==> config.mk <==
export PLATFORM = sky130hd
export DESIGN_NAME = uart_rx
export DESIGN_NICKNAME = d
export VERILOG_FILES = /design/src/rtl/uart_rx.sv
export SDC_FILE = /design/constraint.sdc
export NUM_CORES = 1
export LEC_CHECK = 0
export ABC_AREA = 1
export CORE_MARGIN = 4
export CORE_UTILIZATION = 54
export CTS_CLUSTER_DIAMETER = 150
export DETAILED_ROUTE_END_ITERATION = 7
export PLACE_DENSITY = 0.81
export SLEW_MARGIN = 20
export SYNTH_ARGS = -nofsm -noshare
export SYNTH_HDL_FRONTEND = slang
export SYNTH_SLANG_ARGS = --single-unit
export TNS_END_PERCENT = 5
==> constraint.sdc <==
create_clock -name clk_sis -period 1.6 [get_ports clk_sis]
set_input_delay 0.32 -clock clk_sis [delete_from_list [all_inputs] [get_ports clk_sis]]
set_output_delay 0.32 -clock clk_sis [all_outputs]
set_load 0.05 [all_outputs]
==> src/rtl/uart_rx.sv <==
// 8N1 UART receiver: two-flop synchronizer, falling-edge start detect and
// mid-bit sampling with CLKS_PER_BIT system clocks per serial bit.
module uart_rx #(
  parameter int CLKS_PER_BIT = 16
) (
  input  logic       clk_sis,
  input  logic       rst,
  input  logic       rx2,
  output logic [7:0] data_out,
  output logic       data_valid,
  output logic       frame_err,
  output logic       busy
);

  localparam int CNT_W = $clog2(CLKS_PER_BIT);
  localparam logic [CNT_W-1:0] HALF_LAST = CNT_W'(CLKS_PER_BIT / 2 - 1);
  localparam logic [CNT_W-1:0] BIT_LAST  = CNT_W'(CLKS_PER_BIT - 1);
  localparam logic [CNT_W-1:0] CNT_ONE   = CNT_W'(1);

  typedef enum logic [1:0] {
    IDLE,
    START,
    DATA,
    STOP
  } state_t;

  state_t state, state_n;

  logic             rx_s1, rx_s, rx_prev;
  logic [CNT_W-1:0] cnt, cnt_n;
  logic [2:0]       bit_idx, bit_idx_n;
  logic [7:0]       shreg, shreg_n;
  logic [7:0]       data_out_n;
  logic             data_valid_n, frame_err_n;

  // rx2 is asynchronous; rx_prev gives the edge detector a one-cycle history
  always_ff @(posedge clk_sis or posedge rst) begin
    if (rst) begin
      rx_s1   <= 1'b1;
      rx_s    <= 1'b1;
      rx_prev <= 1'b1;
    end else begin
      rx_s1   <= rx2;
      rx_s    <= rx_s1;
      rx_prev <= rx_s;
    end
  end

  always_ff @(posedge clk_sis or posedge rst) begin
    if (rst) begin
      state      <= IDLE;
      cnt        <= '0;
      bit_idx    <= '0;
      shreg      <= '0;
      data_out   <= '0;
      data_valid <= 1'b0;
      frame_err  <= 1'b0;
    end else begin
      state      <= state_n;
      cnt        <= cnt_n;
      bit_idx    <= bit_idx_n;
      shreg      <= shreg_n;
      data_out   <= data_out_n;
      data_valid <= data_valid_n;
      frame_err  <= frame_err_n;
    end
  end

  // Only a high-to-low transition starts a frame, so a stuck-low line cannot retrigger
  always_comb begin
    state_n      = state;
    cnt_n        = cnt;
    bit_idx_n    = bit_idx;
    shreg_n      = shreg;
    data_out_n   = data_out;
    data_valid_n = 1'b0;
    frame_err_n  = 1'b0;

    case (state)
      IDLE: begin
        if (!rx_s && rx_prev) begin
          state_n = START;
          cnt_n   = '0;
        end
      end

      START: begin
        if (cnt == HALF_LAST) begin
          cnt_n = '0;
          if (!rx_s) begin
            state_n   = DATA;
            bit_idx_n = '0;
          end else begin
            state_n = IDLE;
          end
        end else begin
          cnt_n = cnt + CNT_ONE;
        end
      end

      DATA: begin
        if (cnt == BIT_LAST) begin
          cnt_n            = '0;
          shreg_n[bit_idx] = rx_s;
          bit_idx_n        = bit_idx + 3'd1;
          if (bit_idx == 3'd7) begin
            state_n = STOP;
          end
        end else begin
          cnt_n = cnt + CNT_ONE;
        end
      end

      STOP: begin
        if (cnt == BIT_LAST) begin
          cnt_n   = '0;
          state_n = IDLE;
          if (rx_s) begin
            data_out_n   = shreg;
            data_valid_n = 1'b1;
          end else begin
            frame_err_n = 1'b1;
          end
        end else begin
          cnt_n = cnt + CNT_ONE;
        end
      end

      default: begin
        state_n = IDLE;
        cnt_n   = '0;
      end
    endcase
  end

  assign busy = (state != IDLE);

endmodule

==> impl_results.rst <==
.. list-table::
   :header-rows: 1

   * - Metric
     - Value
   * - Status
     - completed
   * - Commonest non-fill, non-tap cell in the layout
     - nand2_1
   * - Cell chosen for the clock root
     - clkbuf_4
   * - Gpl congestion
     - 0.837
   * - Clock slew at the register clock pins of the worst setup and hold paths
     - 0.09 ns
   * - Maximum level of the CTS H-tree
     - 2
   * - Element type at the critical path end
     - output port
   * - Iter 0 DRT Violations
     - 30
   * - Static leakage
     - 0.838 nW
   * - Effective utilization at floorplan
     - 58.1%
   * - Vias per inst
     - 5.18
   * - Post-detailed-routing wire length
     - 2.65 mm
   * - Start point of the critical path
     - state[0]
   * - Final non-filler cell area
     - 1580 um^2
   * - Layout net count
     - 182
   * - Maximum Capacitance Violations
     - 0
   * - Max transition margin
     - 74.8%
   * - Skew-Pair Late Insertion Delay
     - 0.34 ns
   * - Count of boundary I/O pins
     - 14
   * - Setup repair after global routing missed its margin
     - false
   * - Worst Clk Skew
     - 0.0127 ns
   * - Worst hold path type
     - in2async
   * - Die area
     - 3300 um^2
   * - Worst Path Max Fanout
     - 6
   * - Highest clock rate
     - 0.665 GHz
   * - #FFs+latches synth
     - 30
   * - Proportion of synthesized chip area in sequential cells
     - 57.1%
   * - Width of the die
     - 57.5 um
   * - Overall die height
     - 57.5 um
   * - Proportion of layout cells with a drive suffix above 1
     - 23.2%
   * - Min setup slack post-route
     - 0.0967 ns
   * - Placed inst area
     - 1490 um^2
   * - Total iterations of the first detailed-routing run
     - 4
   * - DRT antenna net count
     - 0
   * - Clock sink count
     - 30
   * - Startpoint class of the critical path
     - flop
   * - Measured slew at the worst slew-check pin
     - 0.378 ns
   * - Power Density
     - 1370 nW/um^2
   * - Wire length of the first global-routing pass
     - 4.55 mm
   * - Required time worst endpoint
     - 1.28 ns
   * - Max Transition Viols Final
     - 0
   * - Number of distinct library cells after synthesis
     - 21
   * - Netlist Area Pre-Place
     - 1320 um^2
   * - TritonCTS Buffers
     - 5
   * - Post-synth net total
     - 157
   * - Number of antenna violations at the first check in global routing
     - 0
   * - Maximum count of clock buffers along a single path
     - 2
   * - Wire per inst
     - 12.9 um
   * - Fin. Hold Viols
     - 0
   * - Via count of the first global-routing pass
     - 1021
   * - Placeable core region
     - 2280 um^2
   * - Part of the cycle the worst path needs
     - 94.0%
   * - Remaining global-route overflow
     - 0
   * - Reg-to-reg slack, setup
     - 0.14 ns
   * - Cts-stage hold buffer count
     - 0
   * - Overall via count from detail_route
     - 1062
   * - Setup violations, final
     - 0
   * - Post-synthesis cell count
     - 151
   * - Post-DP HPWL
     - 1.98 mm
   * - GRT Util Overall
     - 18.2%
   * - RR Endpoint
     - data_out[3]
   * - Arrival time at the worst endpoint
     - 1.18 ns
   * - Post-route DRC violation count
     - 0
   * - Post-Synthesis Mean Instance Area
     - 8.75 um^2
   * - Start of the worst register-to-register path
     - cnt[0]
   * - Number of rows created at floorplan
     - 17
   * - Synthesis warning total
     - 0
   * - Summed negative setup slack over all endpoints
     - 0 ns
   * - Pin count of the biggest net entering global routing
     - 11
   * - Start-to-end type of the worst setup path
     - reg2out
   * - Post-route minimum period
     - 1.50 ns
   * - Largest incremental delay on the critical path
     - 0.46 ns
   * - VDD IR max
     - 0.00133 V
   * - Buffers on Ports
     - 13
   * - Number of cells traversed by the worst register-to-register path
     - 7
   * - Synthesis-to-layout area growth
     - 19.5%
   * - CTS tree
     - built
   * - DP Worst Slack
     - 0.155 ns
   * - Ordered cell list for the critical path
     - nor2_2 > inv_1 > buf_4
   * - Number of antenna repair diodes
     - 0
   * - Critical path's slowest cell
     - dfrtp_2
   * - Most used cells in the layout excluding fill and tap cells
     - nand2_1 (59), dfrtp_1 (25), buf_4 (16), inv_1 (13)
==> repair_timing <==
action | 4_1_cts | 5_1_grt
gates resized for setup | 1 | 2
endpoints found under the setup margin | 1 | 1
setup buffers | 0 | 1
pin swaps | 0 | 0
==> sequential cells by signal (all words and copies together), names as in the netlist, named ones only <==
register    cells
data_out        8
frame_err       1
shreg           8
rx_s            1
state           1
rx_prev         1
cnt             4
rx_s1           1
data_valid      1
bit_idx         3
==> worst max-delay path: cells and delay by family (launching register included) <==
kind                   cells  cell delay, ns
DFF                        1            0.46
buffers and inverters      2            0.27
and+or+nand+nor            1            0.13
==> cell type report <==
class	count	area [um^2]
Clock buffer	5	37.5
Sequential cell	30	757
Multi-Input combinational cell	104	504
Tap cell	28	35.0
Timing Repair Buffer	18	140
Inverter	17	65.1
Fill cell	188	697
Clock inverter	3	40.0
==> synth_stat cells <==
library cell / number / share of area, %
o21ai_1: 8 / 3.0
nor2_4: 2 / 1.7
nand3_1: 8 / 3.0
nor2_1: 6 / 1.7
ha_1: 3 / 2.8
o21bai_1: 1 / 0.57
dfstp_2: 3 / 6.0
nor3_1: 1 / 0.38
nand2_2: 1 / 0.47
clkinv_2: 1 / 0.38
nand2_1: 59 / 17
a22oi_1: 1 / 0.57
dfrtp_1: 27 / 51
inv_2: 3 / 0.85
xnor2_1: 1 / 0.66
a21oi_1: 2 / 0.76
nand3_2: 2 / 1.5
nor2_2: 2 / 0.95
inv_1: 13 / 3.7
nand3b_1: 2 / 1.1
o21ai_0: 5 / 1.9
==> worst max path at each step <==
stage	end	slack, ns	cells past startpoint
after floorplan	cnt[3]	0.24	6
after global placement	data_out[6]	0.22	7
after detailed placement	data_out[2]	0.16	7
after CTS	busy	0.04	3
after global routing	busy	0.02	3
final	busy	0.1	3
==> cells by family (layout without fill, tap and decap cells) <==
logic type	after synthesis	after routing	share of synthesized area (%)
AOI/OAI and AO/OA	17	17	6.82
adders and majority gates	3	3	2.84
buffers and inverters	17	43	4.92
and+or+nand+nor	83	83	27.7
xor gates and xnor gates	1	1	0.663
DFF	30	30	57.1
==> metrics by stage <==
step	hold WS [ns]	util, %	power (W)	cells
2_1_floorplan	0.324	-	0.00138	151
3_3_place_gp	0.346	65.4	0.00151	196
3_5_place_dp	0.350	65.4	0.00155	196
4_1_cts	0.260	68.9	0.00214	204
5_1_grt	0.270	69.4	0.00233	205
6_report	0.257	69.4	0.00216	205
==> power by group <==
group / leakage [nW] / internal [W] / switching [W]
sequential: 0.397 / 0.000851 / 0.000102
clock: 0.0450 / 0.000323 / 0.000268
combinational: 0.396 / 0.000230 / 0.000388
total: 0.838 / 0.00140 / 0.000759
==> per-layer routing <==
metal	track usage, %	routed length, um	up-vias	share of wire, %
met5	0	0	-	0
met4	6.29	42	0	1.6
met3	7.47	167	6	6.3
met2	27.9	1260	29	48
met1	23.4	1180	500	44
li1	-	-	527	-
No activity file was read; power rests on OpenSTA's default activity.
